**config.mk**
```make
export PLATFORM = sky130hd
export DESIGN_NAME = vend_ctrl
export DESIGN_NICKNAME = d
export VERILOG_FILES = /design/src/rtl/vend_pkg.sv /design/src/rtl/vend_ctrl_key_edge.sv /design/src/rtl/vend_ctrl.sv
export SDC_FILE = /design/constraint.sdc
export NUM_CORES = 1
export LEC_CHECK = 0
export CAP_MARGIN = 20
export CORE_MARGIN = 5
export CORE_UTILIZATION = 40
export DETAILED_ROUTE_END_ITERATION = 6
export GPL_TIMING_DRIVEN = 0
export PLACE_DENSITY_LB_ADDON = 0.3
export REMOVE_ABC_BUFFERS = 1
export SYNTH_ARGS = -nofsm -noshare
export SYNTH_HDL_FRONTEND = slang
export SYNTH_HIERARCHICAL = 1
export SYNTH_SLANG_ARGS = --single-unit
```
**constraint.sdc**
```tcl
create_clock -name clk -period 3.2 [get_ports clk]
set_clock_uncertainty 0.05 [all_clocks]
set_input_delay 0.48 -clock clk [delete_from_list [all_inputs] [get_ports clk]]
set_output_delay 0.48 -clock clk [all_outputs]
set_load 0.1 [all_outputs]
```
**src/rtl/vend_pkg.sv**
```systemverilog
// Shared key codes and FSM state encoding for the candy vending controller.
package vend_pkg;

  localparam logic [2:0] KEY_C100   = 3'b001;
  localparam logic [2:0] KEY_C500   = 3'b010;
  localparam logic [2:0] KEY_CANDY  = 3'b101;
  localparam logic [2:0] KEY_CHANGE = 3'b110;

  typedef enum logic [1:0] {
    ST_IDLE   = 2'd0,
    ST_VEND   = 2'd1,
    ST_CHANGE = 2'd2
  } state_t;

endpackage

```
**src/rtl/vend_ctrl_key_edge.sv**
```systemverilog
// Two-stage key sampler; flags one event when the code leaves all-zero.
module key_edge #(
  parameter int W = 3
) (
  input  logic         clk,
  input  logic         rst_n,
  input  logic [W-1:0] key_code,
  output logic         evt,
  output logic [W-1:0] evt_code
);

  logic [W-1:0] key_q;
  logic [W-1:0] key_q2;

  always_ff @(posedge clk or negedge rst_n) begin
    if (!rst_n) begin
      key_q  <= '0;
      key_q2 <= '0;
    end else begin
      key_q  <= key_code;
      key_q2 <= key_q;
    end
  end

  // A nonzero-to-nonzero code change is deliberately not an event.
  assign evt      = (key_q != '0) && (key_q2 == '0);
  assign evt_code = key_q;

endmodule

```
**src/rtl/vend_ctrl.sv**
```systemverilog
// Vending controller: credit keeping, timed dispense, and 500/100 change payout.
module vend_ctrl
  import vend_pkg::*;
#(
  parameter int PRICE    = 3,
  parameter int CW       = 4,
  parameter int DISP_LEN = 4
) (
  input  logic          clk,
  input  logic          rst_n,
  input  logic [2:0]    key_code,
  output logic [CW-1:0] credit,
  output logic          candy_out,
  output logic          change_100,
  output logic          change_500,
  output logic          coin_reject,
  output logic          no_credit,
  output logic          busy
);

  localparam int DW = (DISP_LEN > 1) ? $clog2(DISP_LEN) : 1;
  localparam logic [CW:0]   MAX_CREDIT = {1'b0, {CW{1'b1}}};
  localparam logic [CW:0]   PRICE_W    = (CW+1)'(PRICE);
  localparam logic [CW-1:0] PRICE_C    = CW'(PRICE);
  localparam logic [CW-1:0] FIVE_C     = CW'(5);
  localparam logic [CW:0]   FIVE_W     = (CW+1)'(5);
  localparam logic [DW-1:0] CNT_LOAD   = DW'(DISP_LEN - 1);

  logic          evt;
  logic [2:0]    evt_code;

  state_t        state, state_d;
  logic [DW-1:0] cnt, cnt_d;
  logic [CW-1:0] credit_d;
  logic          candy_d, c100_d, c500_d, rej_d, nocr_d, busy_d;
  logic [CW:0]   sum_100, sum_500;

  key_edge #(.W(3)) u_key_edge (
    .clk      (clk),
    .rst_n    (rst_n),
    .key_code (key_code),
    .evt      (evt),
    .evt_code (evt_code)
  );

  always_ff @(posedge clk or negedge rst_n) begin
    if (!rst_n) begin
      state       <= ST_IDLE;
      cnt         <= '0;
      credit      <= '0;
      candy_out   <= 1'b0;
      change_100  <= 1'b0;
      change_500  <= 1'b0;
      coin_reject <= 1'b0;
      no_credit   <= 1'b0;
      busy        <= 1'b0;
    end else begin
      state       <= state_d;
      cnt         <= cnt_d;
      credit      <= credit_d;
      candy_out   <= candy_d;
      change_100  <= c100_d;
      change_500  <= c500_d;
      coin_reject <= rej_d;
      no_credit   <= nocr_d;
      busy        <= busy_d;
    end
  end

  // Overflow check runs one bit wider so credit never wraps.
  assign sum_100 = {1'b0, credit} + (CW+1)'(1);
  assign sum_500 = {1'b0, credit} + FIVE_W;

  always_comb begin
    state_d  = state;
    cnt_d    = cnt;
    credit_d = credit;
    candy_d  = 1'b0;
    c100_d   = 1'b0;
    c500_d   = 1'b0;
    rej_d    = 1'b0;
    nocr_d   = 1'b0;
    case (state)
      ST_IDLE: begin
        if (evt) begin
          case (evt_code)
            KEY_C100: begin
              if (sum_100 > MAX_CREDIT) rej_d = 1'b1;
              else credit_d = sum_100[CW-1:0];
            end
            KEY_C500: begin
              if (sum_500 > MAX_CREDIT) rej_d = 1'b1;
              else credit_d = sum_500[CW-1:0];
            end
            KEY_CANDY: begin
              if ({1'b0, credit} >= PRICE_W) begin
                credit_d = credit - PRICE_C;
                cnt_d    = CNT_LOAD;
                candy_d  = 1'b1;
                state_d  = ST_VEND;
              end else begin
                nocr_d = 1'b1;
              end
            end
            KEY_CHANGE: begin
              if (credit != '0) state_d = ST_CHANGE;
            end
            default: ;
          endcase
        end
      end
      ST_VEND: begin
        if (cnt == '0) begin
          state_d = ST_IDLE;
        end else begin
          cnt_d   = cnt - DW'(1);
          candy_d = 1'b1;
        end
      end
      ST_CHANGE: begin
        if (credit >= FIVE_C) begin
          c500_d   = 1'b1;
          credit_d = credit - FIVE_C;
        end else begin
          c100_d   = 1'b1;
          credit_d = credit - CW'(1);
        end
        if (credit_d == '0) state_d = ST_IDLE;
      end
      default: state_d = ST_IDLE;
    endcase
    // CHANGE keeps busy up through the edge of its final coin pulse.
    busy_d = (state_d != ST_IDLE) || (state == ST_CHANGE);
  end

endmodule
```
Word level (Yosys, flattened, before mapping)
Cells that the tools add are included.

Add/subtract/negate cells: 6. Multiply operators: 0. Divide/modulo/power cells: 0. Magnitude comparators: 4. Equality and inequality tests: 14. Shifts and indexed selects: 0. Multiplexer cells: 38. Bitwise operators: 0. Reduce and logical (&&, ||, !) cells: 13.

Operators with widths (count): 2-to-1 mux 4 bit (6); 2-to-1 mux 2 bit (9); 2-to-1 mux 1 bit (16); one-hot mux 4 bit (3 select lines) (1); greater-than comparator 5 x 4 -> 1 bit, second input constant (2); != test 3 bit, second input constant (3); one-hot mux 2 bit (2 select lines) (2); one-hot mux 4 bit (2 select lines) (1); == test 3 bit, second input constant (2); != test 2 bit, second input constant (3); one-hot mux 2 bit (3 select lines) (1); AND reduction 6 bit (1); nonzero test 2 bit (3); adder 4 x 1 -> 5 bit, second input constant (1); adder 4 x 3 -> 5 bit, second input constant (1); AND reduction 5 bit (1); greater-or-equal comparator 4 x 2 -> 1 bit, second input constant (1); greater-or-equal comparator 4 x 3 -> 1 bit, second input constant (1); zero test 2 bit (2); zero test 4 bit (1); != test 4 x 1 -> 1 bit, second input constant (1); one-hot mux 1 bit (2 select lines) (2); nonzero test 4 bit (1); subtractor 4 x 1 -> 4 bit, second input constant (1); other kinds (12) (12).

Register bits after elaboration: 20. Latch bits: 0. RAM bits: 0. Bits in read-only memories: 0. Memories: 0.

Longest topological paths before layout
Gate-level depths: netlist of the first run.

Depth after elaboration: 8. Depth in mapped cells: 8. Gate-level depth less buffers: 7.

By module
Netlist of the first run, hierarchy kept.

Modules (own cells, without submodules): vend_ctrl (times used 1, cells each 105, area an instance 991.0 µm²); key_edge (times used 1, cells each 8, area an instance 172.7 µm²).

Least setup slack after synthesis of the first run
No wires, ideal clock.

Path type: register to register. From: reg credit[1]. To: reg credit[2]. Data arrival time: 2888 ps. Path slack: 140 ps. Stages on the path, launching flop included: 8. Path buffers: 0. Clock period less this slack: 3060 ps. Path through: dfrtp_1 -> inv_1 -> ha_1 -> or3b_4 -> a2111oi_4 -> nor3_4 -> o22a_2 -> o22a_1.

Cells in the longest elaborated chain, start to end: 5. Elaborated cells between the ends (all ways): 21. Classes of those cells: add/sub (5); order compare (4); eq/ne (3); mux (8); reduce/logical (1).

Ends and longest elaborated chain: start: declaration (RTL line vend_ctrl.sv:12) `output logic [CW-1:0] credit,`; start signal: assignment (RTL line vend_ctrl.sv:60) `credit <= credit_d;`; branches (longest 5 deep; another with adder 4 x 3 -> 5 bit).

Parallel ways; which one is timed is not known. The select of a mux whose other input is x is not followed. A chain may end at the register's enable or synchronous reset.

Final worst setup path of the first run
From: reg credit[2]. To: out credit[2].

No word-level cell between the ends.

==> results of run 1 <==
[area by class of cell]
cell class,count,area share
Sequential cell,20,0.372
Timing Repair Buffer,14,0.104
Clock buffer,3,0.0167
Multi-Input combinational cell,84,0.462
Inverter,6,0.0167
Tap cell,31,0.0288
[per-layer routing]
layer / vias up / share of wire
met2: 17 / 0.45
met1: 418 / 0.48
li1: 435 / -
met5: - / 0
met3: 4 / 0.049
met4: 0 / 0.014
[state kept, by name, summed over array words and instances (netlist names)]
register / flops
no_credit: 1
candy_out: 1
cnt: 2
u_key_edge/evt_code: 3
state: 2
u_key_edge/key_q2: 3
busy: 1
credit: 4
coin_reject: 1
change_100: 1
change_500: 1
[cell families after synthesis]
kind of cell | synth area share
buffers and inverters | 0.0355
and+or+nand+nor | 0.219
AOI/OAI and AO/OA | 0.209
xor gates and xnor gates | 0.0226
DFF | 0.430
adders and majority gates | 0.0753
muxes | 0.00860
[path summary, 6_finish.rpt]
kind | to | slack [ns] | cells past startpoint
worst max-delay path | credit[2] | 0.44 | 1
worst max register to register | credit[1] | 0.59 | 7
worst min-delay path | cnt[0] | 0.43 | 1
max in group asynchronous | u_key_edge/key_q2[0] | 1.94 | 1
min in group asynchronous | state[0] | 0.62 | 1
worst min register to register | cnt[0] | 0.43 | 1
[per-stage QoR]
stage,utilization,power [mW],hold slack [ns],setup slack [ns]
floorplan,-,1.04,0.134,0.103
global placement,0.476,1.20,0.403,0.681
detailed placement,0.476,1.22,0.420,0.608
CTS,0.484,1.33,0.434,0.441
global route,0.484,1.42,0.494,0.335
finish,0.484,1.32,0.428,0.437
[cell usage after synthesis (2+ instances only)]
cell type	count	area share
dfrtp_1	20	0.43
nand2_1	8	0.026
nand2b_1	2	0.011
o21a_1	3	0.019
o21ai_0	2	0.0086
or2b_2	2	0.015
a31oi_1	3	0.016
a21oi_1	7	0.030
ha_1	7	0.075
nor2b_1	3	0.016
o22ai_1	2	0.011
nor2_1	9	0.029
nand3_1	3	0.013
nor3_1	3	0.013
xor2_1	2	0.015
or3b_4	2	0.019
inv_1	6	0.019
a211oi_1	2	0.013
clkbuf_1	2	0.0065
[power by group through the flow]
stage	clock, mW	sequential, mW	combinational [mW]
after floorplan	0	0.687	0.348
after global placement	0	0.419	0.777
after detailed placement	0	0.423	0.792
after CTS	0.118	0.419	0.797
after global routing	0.130	0.437	0.858
final	0.115	0.420	0.790
==> results.ini, run 1 <==
[power]
pwr_density_cell_nw_per_um2=984
power.switching_uw=707
combPwrFrac=0.597
p_leak_nw=0.558
clockPowerShare=0.087
sw_frac_of_total=0.534
ir_worst_vdd_mv=0.734
seqPwrFrac=0.317
p_int_uw=617

[setup_path]
cp.required_ns=2.67
crit_buf_inv=1
path_max_fanout=17
critical-path-top-delay-family=buffers and inverters
endpoint_kind=output pin
crit_start=credit[2]
startpoint_type=register
critical_path.max_stage_delay_ns=1.24
crit_type=register to output pin
path_cells=clkdlybuf4s50_1
timing.rr.start=credit[0]
critPathSlowestCell=clkdlybuf4s50_1
critPathArrivalTime_ns=2.23

[cells_and_area]
seq_area_um2=500
area_growth_pct=15.7
final_common_cell=dfrtp_1
multi_input_area_um2=622
final_cells=158
final_cell_area_um2=1350
fin_nets=141
fill_cells=274
drive_gt1_frac=0.134
final_cell_mix=20 x dfrtp_1, 14 x clkdlybuf4s50_1, 9 x nor2_1
n_antenna_cell=0

[routing]
routed_wl_um=2160
dr_total_vias=874
final_antenna_net_count=0
drcViolationCount=0
wl_per_cell_um=13.7
viasPerCell=5.53
drt_iter0_markers=18
first_pass_iters=4

[synthesis]
syn_area_per_cell_um2=10.3
synth_edf_count=0
async_flop_share=1.00
netlist_instances=113
yosys.cell_types.count=44
yosysWarnings=6
syn_area_um2=1160
ys_seq_elements=20
ys_seq_area_frac=0.430
synthFlopType=dfrtp_1

[cts]
post_cts_buffers=0
clk_path_buf_depth=2
cts-root-buf=clkbuf_4
numCtsBuffers=3
clock_sinks=20
cts_tree=yes
clk_latency_ns=0.29
postCtsHoldBufs=0
post_cts_resized=0
clkTransAtPathRegs_ns=0.10
htree_num_levels=1

[placed_design]
hpwlAfterDp_um=1590
io_buffers=14
placed_cell_area_um2=1320
dp.cells=155
place_congestion=0.836

[grt]
gr-usage-met1=0.157
met3_usage=0.0298
gr-usage-met2=0.190
first_global_vias=926
grt_usage=0.120
grt-busiest-layer=met2
antenna_found_initial=0
grt_max_degree=21
grt_overflow=0
grt_pass1_wl_um=4040

[timing]
finalSetupViolations=0
clock.fmax_mhz=362
worstMarginPinSlew_ns=0.970
finalHoldViolCount=0
final.period_utilization=0.863
slew_headroom=0.351
tns_ns=0
fin_crit_ns=2.76
drv_slew=0
rsz0062_at_grt=no

[floorplanning]
die_h_um=63.9
pin_count=15
start_util=0.418
die_area_um2=4090
core_area_um2=2780
num_rows=19
die_w_um=63.9

[worst_hold_path]
hold_class=register to register
worstHoldStart=cnt[0]

[flow_run]
maxCapViolations=0

[outcome]
run_status=finished clean

Power figures use the tool's default switching activity.
==> run 2, diff against run 1 <==
==> constraint.sdc (replaced) <==
create_clock -name clk -period 3.4 [get_ports clk]
set_clock_uncertainty 0.05 [all_clocks]
set_input_delay 0.51 -clock clk [delete_from_list [all_inputs] [get_ports clk]]
set_output_delay 0.51 -clock clk [all_outputs]
set_load 0.1 [all_outputs]
==> results of run 2 <==
Same layout as run 1 (identical final DEF). Status: finished clean.
Main changes from that run: setup slack after placement 0.608 ns -> 0.808 ns; setup slack after layout 0.437 ns -> 0.607 ns; register-to-register setup slack 0.59 ns -> 0.79 ns; total power 1.32 mW -> 1.25 mW; worst IR drop on VDD 0.734 mV -> 0.691 mV
==> run 3, diff against run 2 <==
==> constraint.sdc (replaced) <==
create_clock -name clk -period 2.3 [get_ports clk]
set_clock_uncertainty 0.05 [all_clocks]
set_input_delay 0.345 -clock clk [delete_from_list [all_inputs] [get_ports clk]]
set_output_delay 0.345 -clock clk [all_outputs]
set_load 0.1 [all_outputs]
==> run 3 against run 2 <==
Compared with the run above: global-route usage rose by 0.73 points; design area is 3.8% higher; via count grew 2.7%; critical endpoint is now credit[0]; highest routed layer unchanged.
==> results.ini, run 3 (synthesis results as in run 1) <==
[routing]
drt_iter0_markers=14  ; -4
final_antenna_net_count=0  ; unchanged
dr_total_vias=898  ; +2.7%
viasPerCell=5.51  ; -0.41%
first_pass_iters=4  ; unchanged
drcViolationCount=0  ; unchanged
wl_per_cell_um=14.2  ; +3.8%
routed_wl_um=2320  ; +7.1%

[outcome]
run_status=finished clean

[power]
combPwrFrac=0.630  ; +0.033
p_leak_nw=0.580  ; +3.9%
sw_frac_of_total=0.529
p_int_uw=919
seqPwrFrac=0.287  ; -0.030
ir_worst_vdd_mv=1.06
pwr_density_cell_nw_per_um2=1400
clockPowerShare=0.083  ; -0.004
power.switching_mw=1.03

[timing]
fin_crit_ns=2.27
tns_ns=0  ; unchanged
finalSetupViolations=0  ; unchanged
worstMarginPinSlew_ns=0.968  ; -0.00230 ns
slew_headroom=0.353  ; +0.00154
rsz0062_at_grt=yes
whs_ns=0.424  ; -0.00472 ns
drv_slew=0  ; unchanged
final.period_utilization=0.985
clock.fmax_mhz=441
finalHoldViolCount=0  ; unchanged

[floorplanning]
start_util=0.418  ; unchanged
die_area_um2=4090  ; unchanged
die_h_um=63.9  ; unchanged
core_area_um2=2780  ; unchanged
num_rows=19  ; unchanged
pin_count=15  ; unchanged
die_w_um=63.9  ; unchanged

[setup_path]
critical_path.max_stage_delay_ns=1.15  ; -0.09 ns
crit_buf_inv=1  ; unchanged
critPathArrivalTime_ns=1.87  ; -0.36 ns
cp.required_ns=1.90
crit_type=register to output pin
startpoint_type=register
crit_start=credit[0]
critical-path-top-delay-family=buffers and inverters
path_max_fanout=4  ; -13
critPathSlowestCell=clkdlybuf4s50_1
timing.rr.start=credit[0]
endpoint_kind=output pin
path_cells=clkdlybuf4s50_1

[cts]
postCtsHoldBufs=0  ; unchanged
clk_latency_ns=0.29  ; about the same
clock_sinks=20  ; unchanged
htree_num_levels=1  ; unchanged
cts-root-buf=clkbuf_4
clkTransAtPathRegs_ns=0.11  ; about the same
clk_path_buf_depth=2  ; unchanged
cts_tree=yes
numCtsBuffers=3  ; unchanged

[cells_and_area]
n_antenna_cell=0  ; unchanged
final_common_cell=dfrtp_1
largest_register_ffs=4  ; unchanged
regMostFlops=credit
area_growth_pct=20.1
drive_gt1_frac=0.250  ; +0.116
final_cell_mix=15 x dfrtp_1, 11 x clkdlybuf4s50_1, 9 x nor2_1
fill_cells=272  ; -0.73%
fin_nets=146  ; +3.5%

[grt]
grt_overflow=0  ; unchanged
grt_usage=0.127  ; +0.00729
antenna_found_initial=0  ; unchanged
grt_max_degree=21  ; unchanged
grt_pass1_wl_um=4250  ; +5.1%
first_global_vias=926  ; unchanged

[worst_hold_path]
worstHoldStart=key_code[0]
hold_class=primary input to register

[placed_design]
place_congestion=0.836  ; unchanged
hpwlAfterDp_um=1590  ; unchanged
io_buffers=14  ; unchanged

[flow_run]
maxCapViolations=0  ; unchanged

==> run 3: changes by cell type in the layout (fill, tap and decap cells not counted) <==
cell / previous run / this run
dlygate4sd2_1: 0 / 1
inv_2: 0 / 1
dfrtp_1: 20 / 15
inv_4: 0 / 1
buf_4: 0 / 5
o21ai_0: 2 / 1
ha_1: 7 / 6
o21ai_2: 0 / 1
ha_4: 0 / 1
inv_1: 6 / 4
clkbuf_2: 0 / 2
clkdlybuf4s50_1: 14 / 11
dfrtp_2: 0 / 5
==> run 3: layer usage <==
metal,global-route usage,vias to the layer above,routed length [um]
met5,0,-,0
met2,0.201,21,1060
met3,0.0298,4,118
met1,0.169,426,1100
met4,0.0442,0,32
li1,-,447,-
==> run 3: area by class of cell <==
cell class / instances / area (um^2) / area share
clock buffer: 3 / 22.5 / 0.0161
sequential: 20 / 507 / 0.363
timing repair buffer: 19 / 166 / 0.119
multi-input combinational: 84 / 638 / 0.457
inverter: 6 / 25.0 / 0.0179
tap: 31 / 38.8 / 0.0278
==> run 3: what timing repair did <==
item | CTS | global route
pin swaps | 1 | 2
setup endpoints to repair | 9 | 5
endpoints found under the hold margin | 0 | 0
gates resized for setup | 10 | 8
setup buffers | 5 | 0
==> run 3: power groups by stage <==
stage | Clock [mW] | Combinational (mW) | Sequential, mW
final | 0.162 | 1.23 | 0.560
after global routing | 0.184 | 1.33 | 0.583
after CTS | 0.164 | 1.22 | 0.554
after detailed placement | 0 | 1.10 | 0.589
after global placement | 0 | 1.08 | 0.583
after floorplan | 0 | 0.485 | 0.956
==> run 3: worst paths after layout <==
kind / end / cells after the start / slack, ns
setup reg to reg: credit[1] / 7 / 0.06
hold / removal: u_key_edge/evt_code[0] / 1 / 0.42
setup / recovery: credit[0] / 1 / 0.03
min in group asynchronous: state[0] / 1 / 0.49
max in group asynchronous: u_key_edge/evt_code[2] / 1 / 1.11
hold reg to reg: cnt[0] / 1 / 0.43
==> run 3: metrics by stage <==
| stage | total power, mW | worst slack, ns | instance area [um^2] | cells | util |
|---|---|---|---|---|---|
| floorplan | 1.44 | -0.797 | 1140 | 110 | - |
| global placement | 1.66 | -0.219 | 1320 | 155 | 0.476 |
| detailed placement | 1.69 | -0.292 | 1320 | 155 | 0.476 |
| CTS | 1.94 | 0.00714 | 1400 | 163 | 0.502 |
| global route | 2.10 | -0.0312 | 1400 | 163 | 0.502 |
| finish | 1.95 | 0.0337 | 1400 | 163 | 0.502 |
